[src/rtl/opcode_sequencer.sv]
// opcode_sequencer
//   Expands queued 8-bit macro opcodes into sequences of 32-bit CPU
//   instructions and hands them to the CPU one at a time over a
//   valid/accept handshake.
//
// Ports
//   Clk      in   rising-edge clock
//   Rst      in   synchronous active-high reset
//   Opcode   in   [7:0] macro opcode
//   Rd/Rs/Rt in   [4:0] register operands, captured at enqueue
//   Start    in   enqueue {Opcode,Rd,Rs,Rt} when Ready=1
//   Accept   in   CPU consumes CPUIns this cycle
//   Ready    out  queue not full and not halted (combinational)
//   GiveIns  out  CPUIns valid
//   CPUIns   out  [31:0] current instruction, 0 when GiveIns=0
//   Illegal  out  one-cycle pulse when an undefined opcode is dropped
//   Halted   out  sticky halt, cleared only by Rst
//   Busy     out  FSM not idle or queue non-empty
module opcode_sequencer #(
    parameter int           QDEPTH = 4,
    parameter int           MAXSEQ = 4,
    parameter logic [4:0]   SCR    = 5'h11,
    parameter logic [4:0]   LINK   = 5'h1F
) (
    input  logic        Clk,
    input  logic        Rst,
    input  logic [7:0]  Opcode,
    input  logic [4:0]  Rd,
    input  logic [4:0]  Rs,
    input  logic [4:0]  Rt,
    input  logic        Start,
    input  logic        Accept,
    output logic        Ready,
    output logic        GiveIns,
    output logic [31:0] CPUIns,
    output logic        Illegal,
    output logic        Halted,
    output logic        Busy
);

    localparam int PW = (QDEPTH > 1) ? $clog2(QDEPTH) : 1;
    localparam int CW = $clog2(QDEPTH + 1);
    localparam int IW = $clog2(MAXSEQ);
    localparam int LW = $clog2(MAXSEQ + 1);
    localparam logic [CW-1:0] QFULL = CW'(QDEPTH);

    typedef struct packed {
        logic [7:0] op;
        logic [4:0] rd;
        logic [4:0] rs;
        logic [4:0] rt;
    } entry_t;

    typedef enum logic [1:0] {S_IDLE, S_LOAD, S_ISSUE} state_t;

    // ------------------------------------------------------------------
    // Opcode queue (circular buffer)
    // ------------------------------------------------------------------
    entry_t          q_mem_q [QDEPTH];
    logic [PW-1:0]   head_q, tail_q;
    logic [CW-1:0]   count_q;
    logic            push, pop;

    function automatic logic [PW-1:0] ptr_nxt(input logic [PW-1:0] p);
        return (p == PW'(QDEPTH - 1)) ? '0 : p + 1'b1;
    endfunction

    // Ready uses the pre-edge count: a full queue refuses Start even if a
    // pop happens in the same cycle.
    assign push = Start && Ready;

    always_ff @(posedge Clk) begin
        if (push) q_mem_q[tail_q] <= '{op: Opcode, rd: Rd, rs: Rs, rt: Rt};
    end

    always_ff @(posedge Clk) begin
        if (Rst) begin
            head_q  <= '0;
            tail_q  <= '0;
            count_q <= '0;
        end else begin
            if (push) tail_q <= ptr_nxt(tail_q);
            if (pop)  head_q <= ptr_nxt(head_q);
            case ({push, pop})
                2'b10:   count_q <= count_q + 1'b1;
                2'b01:   count_q <= count_q - 1'b1;
                default: count_q <= count_q;
            endcase
        end
    end

    // ------------------------------------------------------------------
    // Decoder: head entry -> instruction slots and sequence length
    // ------------------------------------------------------------------
    entry_t                   hd;
    logic [MAXSEQ-1:0][31:0]  dec_slot;
    logic [LW-1:0]            dec_len;
    logic                     dec_halt;

    function automatic logic [31:0] r3(input logic [5:0] fn, input logic [4:0] a,
                                       input logic [4:0] b, input logic [4:0] c);
        return {fn, a, b, c, 11'h0};
    endfunction

    function automatic logic [31:0] ri(input logic [5:0] fn, input logic [4:0] a,
                                       input logic [4:0] b, input logic [15:0] imm);
        return {fn, a, b, imm};
    endfunction

    // ALU function codes for opcodes 0x00-0x0A (irregular spacing)
    function automatic logic [5:0] fn_lo(input logic [3:0] o);
        case (o)
            4'h0:    return 6'h01;
            4'h1:    return 6'h02;
            4'h2:    return 6'h05;
            4'h3:    return 6'h06;
            4'h4:    return 6'h09;
            4'h5:    return 6'h0A;
            4'h6:    return 6'h0D;
            4'h7:    return 6'h0E;
            4'h8:    return 6'h11;
            4'h9:    return 6'h13;
            default: return 6'h15;
        endcase
    endfunction

    assign hd = q_mem_q[head_q];

    always_comb begin
        dec_slot = '0;
        dec_len  = '0;
        dec_halt = 1'b0;
        if (hd.op <= 8'h0A) begin
            dec_slot[0] = r3(fn_lo(hd.op[3:0]), hd.rd, hd.rs, hd.rt);
            dec_len     = LW'(1);
        end else if (hd.op == 8'h0B) begin
            dec_slot[0] = ri(6'h17, hd.rd, hd.rs, 16'h0);
            dec_len     = LW'(1);
        end else if (hd.op <= 8'h0F) begin
            dec_slot[0] = r3(6'h18 + {4'h0, hd.op[1:0]}, hd.rd, hd.rs, hd.rt);
            dec_len     = LW'(1);
        end else if (hd.op <= 8'h15) begin
            dec_slot[0] = r3(6'h22 + {2'h0, hd.op[3:0]}, hd.rd, hd.rs, hd.rt);
            dec_len     = LW'(1);
        end else if (hd.op == 8'h16) begin
            // load then increment the destination in place
            dec_slot[0] = ri(6'h17, hd.rd, hd.rs, 16'h0);
            dec_slot[1] = ri(6'h03, hd.rd, hd.rd, 16'h1);
            dec_len     = LW'(2);
        end else if (hd.op <= 8'h19) begin
            dec_slot[0] = ri(6'h01, hd.rd, hd.rs, 16'h0);
            dec_len     = LW'(1);
        end else if (hd.op == 8'h40) begin
            dec_slot[0] = ri(6'h28, hd.rs, hd.rt, 16'h0);
            dec_len     = LW'(1);
        end else if (hd.op >= 8'h41 && hd.op <= 8'h46) begin
            // compute into scratch, then store scratch through Rd
            dec_slot[0] = r3(6'h22 + {3'h0, 3'(hd.op[2:0] - 3'd1)}, SCR, hd.rs, hd.rt);
            dec_slot[1] = ri(6'h28, SCR, hd.rd, 16'h0);
            dec_len     = LW'(2);
        end else if (hd.op == 8'h47) begin
            dec_slot[0] = ri(6'h29, 5'h0, hd.rs, 16'h0);
            dec_len     = LW'(1);
        end else if (hd.op == 8'h49) begin
            dec_slot[0] = ri(6'h2B, 5'h0, hd.rs, 16'h0);
            dec_len     = LW'(1);
        end else if (hd.op == 8'h4A) begin
            // swap Rs and Rt through the scratch register
            dec_slot[0] = r3(6'h01, SCR, hd.rs, 5'h0);
            dec_slot[1] = r3(6'h01, hd.rs, hd.rt, 5'h0);
            dec_slot[2] = r3(6'h01, hd.rt, SCR, 5'h0);
            dec_len     = LW'(3);
        end else if (hd.op == 8'h80) begin
            dec_slot[0] = {6'h2A, LINK, 21'h0};
            dec_len     = LW'(1);
        end else if (hd.op == 8'h81) begin
            dec_slot[0] = {6'h3F, 26'h0};
            dec_len     = LW'(1);
            dec_halt    = 1'b1;
        end
    end

    // ------------------------------------------------------------------
    // Sequencer FSM
    // ------------------------------------------------------------------
    state_t                   state_q, state_d;
    logic [MAXSEQ-1:0][31:0]  slot_q, slot_d;
    logic [IW-1:0]            idx_q, idx_d;
    logic [IW-1:0]            last_q, last_d;
    logic                     halt_seq_q, halt_seq_d;
    logic                     halted_q, halted_d;
    logic                     illegal_q, illegal_d;

    always_ff @(posedge Clk) begin
        if (Rst) begin
            state_q    <= S_IDLE;
            slot_q     <= '0;
            idx_q      <= '0;
            last_q     <= '0;
            halt_seq_q <= 1'b0;
            halted_q   <= 1'b0;
            illegal_q  <= 1'b0;
        end else begin
            state_q    <= state_d;
            slot_q     <= slot_d;
            idx_q      <= idx_d;
            last_q     <= last_d;
            halt_seq_q <= halt_seq_d;
            halted_q   <= halted_d;
            illegal_q  <= illegal_d;
        end
    end

    always_comb begin
        state_d    = state_q;
        slot_d     = slot_q;
        idx_d      = idx_q;
        last_d     = last_q;
        halt_seq_d = halt_seq_q;
        halted_d   = halted_q;
        illegal_d  = 1'b0;
        pop        = 1'b0;
        case (state_q)
            S_IDLE: begin
                if (count_q != '0 && !halted_q) state_d = S_LOAD;
            end
            S_LOAD: begin
                if (count_q != '0) begin
                    pop        = 1'b1;
                    slot_d     = dec_slot;
                    idx_d      = '0;
                    last_d     = IW'(dec_len - 1'b1);
                    halt_seq_d = dec_halt;
                    if (dec_len == '0) begin
                        // drop it; go straight on to the next entry if any
                        illegal_d = 1'b1;
                        state_d   = (count_q > CW'(1)) ? S_LOAD : S_IDLE;
                    end else begin
                        state_d = S_ISSUE;
                    end
                end else begin
                    state_d = S_IDLE;
                end
            end
            S_ISSUE: begin
                if (Accept) begin
                    if (idx_q != last_q) begin
                        idx_d = idx_q + 1'b1;
                    end else begin
                        if (halt_seq_q) halted_d = 1'b1;
                        state_d = (count_q != '0 && !halt_seq_q) ? S_LOAD : S_IDLE;
                    end
                end
            end
            default: state_d = S_IDLE;
        endcase
    end

    assign Ready   = (count_q != QFULL) && !halted_q;
    assign GiveIns = (state_q == S_ISSUE);
    assign CPUIns  = GiveIns ? slot_q[idx_q] : 32'h0;
    assign Illegal = illegal_q;
    assign Halted  = halted_q;
    assign Busy    = (state_q != S_IDLE) || (count_q != '0);

endmodule

[config.mk]
export PLATFORM = sky130hd
export DESIGN_NAME = opcode_sequencer
export DESIGN_NICKNAME = d
export VERILOG_FILES = /design/src/rtl/opcode_sequencer.sv
export SDC_FILE = /design/constraint.sdc
export NUM_CORES = 1
export LEC_CHECK = 0
export CELL_PAD_IN_SITES_DETAIL_PLACEMENT = 1
export CELL_PAD_IN_SITES_GLOBAL_PLACEMENT = 1
export CORE_MARGIN = 3
export CORE_UTILIZATION = 55
export CTS_CLUSTER_DIAMETER = 50
export CTS_CLUSTER_SIZE = 28
export DETAILED_ROUTE_END_ITERATION = 8
export DONT_BUFFER_PORTS = 1
export PLACE_DENSITY_LB_ADDON = 0.15
export SLEW_MARGIN = 30
export SYNTH_ARGS = -nofsm -noshare
export SYNTH_HDL_FRONTEND = slang
export SYNTH_SLANG_ARGS = --single-unit
[constraint.sdc]
create_clock -name Clk -period 6.1 [get_ports Clk]
set_input_delay 1.83 -clock Clk [delete_from_list [all_inputs] [get_ports Clk]]
set_output_delay 1.83 -clock Clk [all_outputs]
set_load 0.03 [all_outputs]
==> results of run 1 <==
==> path summary, 6_finish.rpt <==
path	start	end
setup reg to reg	register	last_q[1]$_SDFFE_PP0P_
hold reg to reg	slot_q[59]$_SDFFE_PP0P_	slot_q[59]$_SDFFE_PP0P_
hold / removal	slot_q[59]$_SDFFE_PP0P_	slot_q[59]$_SDFFE_PP0P_
setup / recovery	idx_q[1]$_SDFFE_PP0P_	CPUIns[13]
==> state kept, by name, summed over array words and instances (netlist names), named ones only <==
name        cells
head_q          2
Halted          1
q_mem_q        92
Illegal         1
idx_q           2
tail_q          2
slot_q         40
last_q          2
count_q         3
state_q         2
halt_seq_q      1
==> synthesized netlist by cell type, drive strengths merged, types with 11 or more instances <==
cell and number:
a21oi 35, nand2 59, nor2 53, inv 12, buf 22, a211oi 13, mux4 25, nor3 11
and2 19, nor2b 13, ha 19, o21ai 28, dfxtp 58, clkbuf 21, mux2i 12, edfxtp 92
==> per-stage QoR <==
step	setup WS, ns	power (mW)	instances	utilization	hold slack, ns
detailed placement	2.17	2.00	742	0.583	0.445
CTS	1.87	3.00	774	0.630	0.453
global placement	2.30	1.96	742	0.583	0.435
global route	1.69	3.13	774	0.630	0.480
finish	1.88	3.00	774	0.630	0.451
floorplan	2.77	1.80	606	-	0.417
==> tightest hold or removal path, cell delays in order (launching register included) <==
cell and delay [ns]:
dfxtp_1 0.31, nand2_1 0.05, a21oi_1 0.05
==> routing by layer <==
metal  track usage  wire length, µm  vias to the layer above
met2         0.474             9740                      222
met5             0                0                        -
li1              -                -                     2211
met1         0.351             7830                     2471
met3        0.0613             1210                       50
met4         0.113              560                        0
==> report_power, final <==
part,total (mW),switching (mW),internal [mW]
combinational,0.764,0.498,0.266
clock,0.997,0.458,0.539
sequential,1.24,0.0666,1.17
==> final cells by class <==
cell class,count,area share
Multi-Input combinational cell,400,0.371
Timing Repair Buffer,11,0.0107
Tap cell,168,0.0273
Sequential cell,150,0.510
Inverter,13,0.00635
Clock buffer,17,0.0553
Clock inverter,15,0.0184
==> kinds of logic after synthesis <==
kind of cell / share of synthesized area
XOR/XNOR: 0.00625
flip-flops: 0.560
multiplexers: 0.0991
buffers and inverters: 0.0378
adder cells (fa/ha/maj): 0.0339
AO/OA/AOI/OAI: 0.135
AND/OR/NAND/NOR: 0.128
other: 0.000535
==> impl_metrics.ini, run 1 <==
[synth]
synth.distinct_cells = 63
synth.largest_area_cell = edfxtp_1
netlist.area_leader.share = 0.394
ys_ff_latch = 150
syn_avg_cell_area_um2 = 11.7
synth_edf_count = 92
synth_area_leaders = edfxtp_1 39%, dfxtp_1 17%, mux4_2 7.1%
async_flop_share = 0
synth-main-ff-cell = edfxtp_1
ys_seq_area_frac = 0.560
syn-cell-area_mm2 = 0.00701
synthCells = 597
ys_warn_count = 0

[detailed_routing]
vias = 4954
drc = 0
drt_iter0_markers = 443
avgRoutedWirePerCell_um = 25.0
drt-total-wl_um = 19300
via_per_inst = 6.40
drt_first_pass_iters = 6
antenna_left = 0

[cts]
cts_tree = yes
cts_setup_buffers = 0
ctsRootBufferMaster = clkbuf_16
clkTransAtPathRegs_ns = 0.07
insertion_delay_ns = 0.42
cts_made_buffers = 17
clock_sinks = 150
h-tree-depth = 4
cts_hold_buf = 0
clockBufferDepth = 2
cts_resized = 0

[hold_path]
min_path_cells = 2
hold_class = reg2reg

[floorplan]
die_area_mm2 = 0.0141
row_count = 40
die_h_um = 119
die_width_um = 119
core_mm2 = 0.0122
ios = 64
start_util = 0.574

[setup_path]
crit_required_ns = 4.27
rrSetupSlack_ns = 2.13
path_cells = nand2b_1 -> nor2_1 -> and2_1
cpLargestDelayFamily = simple AND/OR/NAND/NOR gates
endpoint_kind = output pin
path_depth = 3
critPathMaxFanout = 21
timing.critical_path.buf_inv = 0
start_kind = register
worstSetupPathType = reg2out
rr_worst_depth = 9
slowest_stage = dfxtp_1
crit_path_max_incr_delay_ns = 0.61
arrival_ns = 2.39

[timing]
setup_violations = 0
fmax_mhz = 237
max-slew-margin-rel = 0.387
setup_tns_ns = 0
min_period_ns = 4.22
rsz0062_at_grt = false
drv_slew = 0
finalHoldViolations = 0
finClkSkew_ns = 0.00698
post-route-period-util = 0.691
tightest_slew_ns = 0.918

[power]
powerDensity_mw_per_mm2 = 390
p_leak_nw = 2.54
irDropWorstVdd_uv = 237

[layout]
fillers = 1205
area_delta_synth_final_pct = 9.73
final_common_cell = edfxtp_1
fin_area_mm2 = 0.00769
nets = 639
layout.area.seq_mm2 = 0.00393
multiInputGateArea_mm2 = 0.00286
drive_above_1_share = 0.122
antennaDiodeCount = 0
layout_common_cells = 92 x edfxtp_1, 59 x nand2_1, 57 x dfxtp_1

[place]
dp_hpwl_um = 12200
portBuffers = 0
placed_area_mm2 = 0.00712
place.gp.congestion = 0.867

[status]
status = completed

[grt]
first_global_vias = 5163
grt_max_degree = 39
grt_pass1_wl_um = 29900
overflow = 0
grtUsageTotal = 0.280
antenna_found_initial = 0

[job]
drv_cap = 0
Power figures use the tool's default switching activity.
==> run 2: changes to the inputs <==
- CORE_UTILIZATION: 55 -> 46
- clock period: 6.1 -> 3.52 ns (I/O delays scaled with it)
==> run 2 against run 1 <==
Combinational power increased by 77%. Setup slack got worse by 1.6 ns. Final area is 4.2% higher. Sequential cell count stayed put. Clock skew is essentially flat. Sequential share of layout area fell by 2.1 points. Sequential power up 72%. First-iteration DRC count shrank 46%. Worst hold slack better by 0.0015 ns. Global-route usage shrank 6.0 points. Final cell count up 5.9%. Register-to-register slack got worse by 1.8 ns. Critical path type unchanged. Largest power group unchanged.
==> impl_metrics.ini, run 2 (synthesized netlist as in run 1, its figures left out) <==
[setup_path]
crit_path_max_incr_delay_ns = 0.52
r2r-end = slot_q[51]$_SDFFE_PP0P_
rrSetupSlack_ns = 0.32
worstSetupPathType = reg2out
path_cells = nor2b_1 -> nand2b_1 -> nor2_1 -> and2_1 -> buf_12
crit_required_ns = 2.46
rr_worst_depth = 9
path_depth = 5
timing.critical_path.buf_inv = 1
cpLargestDelayFamily = simple AND/OR/NAND/NOR gates
arrival_ns = 2.17
slowest_stage = nor2_1
critPathMaxFanout = 8
endpoint_kind = output pin
start_kind = register

[layout]
nets = 669
layout_common_cells = 92 x edfxtp_1, 59 x nand2_1, 57 x dfxtp_1
antennaDiodeCount = 0
reg.largest.list = q_mem_q x92, slot_q x40, count_q x3
fillers = 1491
regMostFlops = q_mem_q
largest_register_ffs = 92
area_delta_synth_final_pct = 14.4
fin_cells = 820
fin_area_mm2 = 0.00802
final_common_cell = edfxtp_1
fin_util = 0.545
drive_above_1_share = 0.162

[detailed_routing]
drt-met1-wl_um = 7660
drt_first_pass_iters = 5
wl_met2_um = 8640
antenna_left = 0
top_layer = met4
via_per_inst = 5.82
drc = 0
avgRoutedWirePerCell_um = 21.3
drt_iter0_markers = 238
route.met3.wl_um = 881
drt-total-wl_um = 17400
vias = 4769

[timing]
min_period_ns = 3.23
post-route-period-util = 0.917
finClkSkew_ns = 0.00746
max-slew-margin-rel = 0.596
setup_violations = 0
setup_tns_ns = 0
rsz0062_at_grt = false
finalHoldViolations = 0
fmax_mhz = 310
drv_slew = 0
tightest_slew_ns = 0.602

[floorplan]
die_width_um = 129
row_count = 44
core_mm2 = 0.0147
ios = 64
start_util = 0.477
die_area_mm2 = 0.0168
die_h_um = 129

[cts]
clkTransAtPathRegs_ns = 0.06
cts_tree = yes
cts_hold_buf = 0
clockBufferDepth = 2
ctsRootBufferMaster = clkbuf_16
cts_made_buffers = 17
insertion_delay_ns = 0.42
clock_sinks = 150
h-tree-depth = 4

[status]
status = completed

[place]
place.gp.congestion = 0.902
placedCellCount = 788
portBuffers = 0
dp_hpwl_um = 12400
placed_area_mm2 = 0.00744

[job]
drv_cap = 0

[hold_path]
min_path_cells = 2
hold_start = slot_q[89]$_SDFFE_PP0P_
min_to = slot_q[89]$_SDFFE_PP0P_
hold_class = reg2reg

[power]
p_leak_nw = 2.72
powerDensity_mw_per_mm2 = 651
total_power_mw = 5.22
irDropWorstVdd_uv = 443

[grt]
grtUsageTotal = 0.220
overflow = 0
grt_pass1_wl_um = 28000
antenna_found_initial = 0
grt_max_degree = 39
first_global_vias = 5114
## run 2: worst max-delay path by stage
stage                     slack (ns)                       to                    start
after global routing            0.08               CPUIns[14]  state_q[1]$_SDFFE_PP0P_
after CTS                       0.18  state_q[0]$_SDFFE_PP0P_                 register
final                           0.29               CPUIns[13]  state_q[1]$_SDFFE_PP0P_
after detailed placement        0.21  state_q[0]$_SDFFE_PP0P_                 register
after global placement          0.32  state_q[0]$_SDFFE_PP0P_                 register
after floorplan                 0.19  state_q[0]$_SDFFE_PP0P_                 register
## run 2: repair_timing
item,CTS,global route
resized for setup,0,2
buffers inserted,0,0
setup endpoints to repair,0,6
## run 2: layout make-up
type / count / area, µm² / area share
repair buffers: 41 / 383 / 0.0478
clock buffers: 17 / 425 / 0.0531
clock inverters: 15 / 145 / 0.0181
well taps: 184 / 230 / 0.0287
flip-flops and latches: 150 / 3930 / 0.490
multi-input cells: 400 / 2860 / 0.357
inverters: 13 / 48.8 / 0.00609
## run 2: worst register-to-register path, stage by stage (launching register included)
cell,delay (ns)
dfxtp_2,0.45
mux4_2,0.54
inv_1,0.19
ha_1,0.33
nand2b_1,0.17
nor2_1,0.05
a311o_1,0.44
o21ai_1,0.56
a22oi_1,0.15
o21ai_0,0.23
## run 2: routing by layer
| metal | global-route usage | up-vias |
|---|---|---|
| met4 | 0.0758 | 0 |
| met3 | 0.0470 | 21 |
| li1 | - | 2270 |
| met1 | 0.288 | 2374 |
| met5 | 0 | - |
| met2 | 0.367 | 104 |
## run 2: power by group
part	internal, mW	switching (mW)	leakage (nW)
clock	0.991	0.755	0.278
combinational	0.495	0.851	1.13
sequential	2.03	0.0984	1.31
total	3.52	1.70	2.72
## run 2: metrics by stage
step                setup WS (ns)  hold slack, ns
finish                      0.294           0.452
global route               0.0814           0.485
CTS                         0.183           0.452
detailed placement          0.208           0.443
global placement            0.316           0.438
floorplan                   0.193           0.417
==> run 3: changes to the inputs <==
--- a/constraint.sdc
+++ b/constraint.sdc
@@ -3,2 +3,2 @@
 set_output_delay 1.056 -clock Clk [all_outputs]
-set_load 0.03 [all_outputs]
+set_load 0.01 [all_outputs]
==> run 3 against run 2 <==
Global-route usage grew 0.29 points. Register-to-register slack hardly changed. Clock skew rose by 0.0057 ns. Sequential cell count did not move. Non-clock buffer count shrank 16. Final cell count decreased by 2.0%. Worst hold slack about the same. Final area fell by 2.6%. Critical path type is now reg2reg. First-iteration DRC count is 52% higher. Sequential power barely moved. Via count grew 0.67%. Power decreased by 1.4%.
==> impl_metrics.ini, run 3 (synthesized netlist as in run 1, its figures left out) <==
[floorplan]
row_count = 44
die_h_um = 129
ios = 64
die_width_um = 129
core_mm2 = 0.0147
start_util = 0.477
die_area_mm2 = 0.0168

[grt]
first_global_vias = 5034
grtUsageTotal = 0.223
grt_max_degree = 39
overflow = 0
grt_pass1_wl_um = 28100
antenna_found_initial = 0

[setup_path]
endpoint_kind = register
critPathMaxFanout = 8
arrival_ns = 3.50
r2r-end = state_q[0]$_SDFFE_PP0P_
worstSetupPathType = reg2reg
rrSetupSlack_ns = 0.32
crit_end = state_q[0]$_SDFFE_PP0P_
start_kind = register
rr_worst_depth = 11
crit_required_ns = 3.82

[detailed_routing]
antenna_left = 0
drt_iter0_markers = 361
vias = 4801
drt_first_pass_iters = 4
drc = 0
via_per_inst = 5.97
avgRoutedWirePerCell_um = 21.9
drt-total-wl_um = 17600

[job]
drv_cap = 0

[status]
status = completed

[place]
place.gp.congestion = 0.902
pre_cts_slack_ns = 0.160
dp_hpwl_um = 12200
portBuffers = 0

[cts]
cts_hold_buf = 0
clockBufferDepth = 2
insertion_delay_ns = 0.43
cts_made_buffers = 17
cts_tree = yes
h-tree-depth = 4
clkTransAtPathRegs_ns = 0.06
ctsRootBufferMaster = clkbuf_16
clock_sinks = 150

[timing]
tightest_slew_ns = 0.748
setup_violations = 0
rsz0062_at_grt = false
finalHoldViolations = 0
finClkSkew_ns = 0.0132
drv_slew = 0
setup_tns_ns = 0
min_period_ns = 3.20
finalWorstSetupSlack_ns = 0.319
fmax_mhz = 312
max-slew-margin-rel = 0.500
post-route-period-util = 0.909

[layout]
area_delta_synth_final_pct = 11.4
reg.largest.list = q_mem_q x92, slot_q x40, count_q x3
largest_register_ffs = 92
drive_above_1_share = 0.139
layout_common_cells = 92 x edfxtp_1, 59 x nand2_1, 57 x dfxtp_1
layout.area.seq_mm2 = 0.00393
final_common_cell = edfxtp_1
nets = 653
antennaDiodeCount = 0
regMostFlops = q_mem_q
fillers = 1511
multiInputGateArea_mm2 = 0.00285

[power]
p_leak_nw = 2.62
powerDensity_mw_per_mm2 = 660
irDropWorstVdd_uv = 492

[hold_path]
hold_class = reg2reg
## run 3: cell types whose count changed in the layout (fill, tap and decap cells not counted), sizes merged
cell      previous run  this run
buf                 41        25
clkinvlp             2         1
inv                 19        20
bufinv               1         0
clkbuf              17        18
## run 3: power breakdown
| part | total (mW) | switching [mW] | internal [mW] |
|---|---|---|---|
| logic | 1.29 | 0.808 | 0.485 |
| registers | 2.13 | 0.0982 | 2.03 |
| clock network | 1.73 | 0.794 | 0.933 |
| total | 5.15 | 1.70 | 3.45 |
## run 3: through the flow
step	power, mW	cells	cell area [µm²]	util	hold slack [ns]
2_1_floorplan	3.08	606	7040	-	0.417
3_3_place_gp	3.41	772	7240	0.493	0.435
3_5_place_dp	3.45	772	7240	0.493	0.444
4_1_cts	5.19	804	7810	0.531	0.453
5_1_grt	5.42	804	7810	0.531	0.478
6_report	5.15	804	7810	0.531	0.452
## run 3: cell type report
cell class	instances	area share
Sequential cell	150	0.503
Multi-Input combinational cell	400	0.365
Clock buffer	18	0.0550
Tap cell	184	0.0295
Timing Repair Buffer	25	0.0240
Clock inverter	14	0.0171
Inverter	13	0.00625
## run 3: how the worst min path moves through the flow
| stage | startpoint | cells after the start | to | slack (ns) |
|---|---|---|---|---|
| 6_report | slot_q[89]$_SDFFE_PP0P_ | 2 | slot_q[89]$_SDFFE_PP0P_ | 0.45 |
| 2_1_floorplan | slot_q[28]$_SDFFE_PP0P_ | 2 | slot_q[28]$_SDFFE_PP0P_ | 0.42 |
| 4_1_cts | slot_q[89]$_SDFFE_PP0P_ | 2 | slot_q[89]$_SDFFE_PP0P_ | 0.45 |
| 3_5_place_dp | slot_q[85]$_SDFFE_PP0P_ | 2 | slot_q[85]$_SDFFE_PP0P_ | 0.44 |
| 5_1_grt | slot_q[89]$_SDFFE_PP0P_ | 2 | slot_q[89]$_SDFFE_PP0P_ | 0.48 |
| 3_3_place_gp | slot_q[59]$_SDFFE_PP0P_ | 2 | slot_q[59]$_SDFFE_PP0P_ | 0.43 |
## run 3: what timing repair did
| action | CTS | global route |
|---|---|---|
| setup endpoints to repair | 0 | 6 |
| resized for setup | 0 | 1 |
| buffers inserted | 0 | 0 |
## run 3: metal layers
| layer | routed length [µm] | vias to the layer above | GRT usage |
|---|---|---|---|
| met5 | 0 | - | 0 |
| li1 | - | 2244 | - |
| met4 | 184 | 0 | 0.0568 |
| met3 | 793 | 15 | 0.0585 |
| met1 | 7890 | 2460 | 0.294 |
| met2 | 8780 | 82 | 0.371 |
## run 3: worst max-delay path: stages, from the launching register on
cell	delay, ns
dfxtp_2	0.45
mux4_2	0.63
inv_1	0.15
ha_1	0.27
or3b_2	0.50
nor2_1	0.15
o21a_1	0.16
nor2_1	0.07
and2_1	0.16
ha_1	0.24
a32oi_1	0.21
nor3_1	0.07
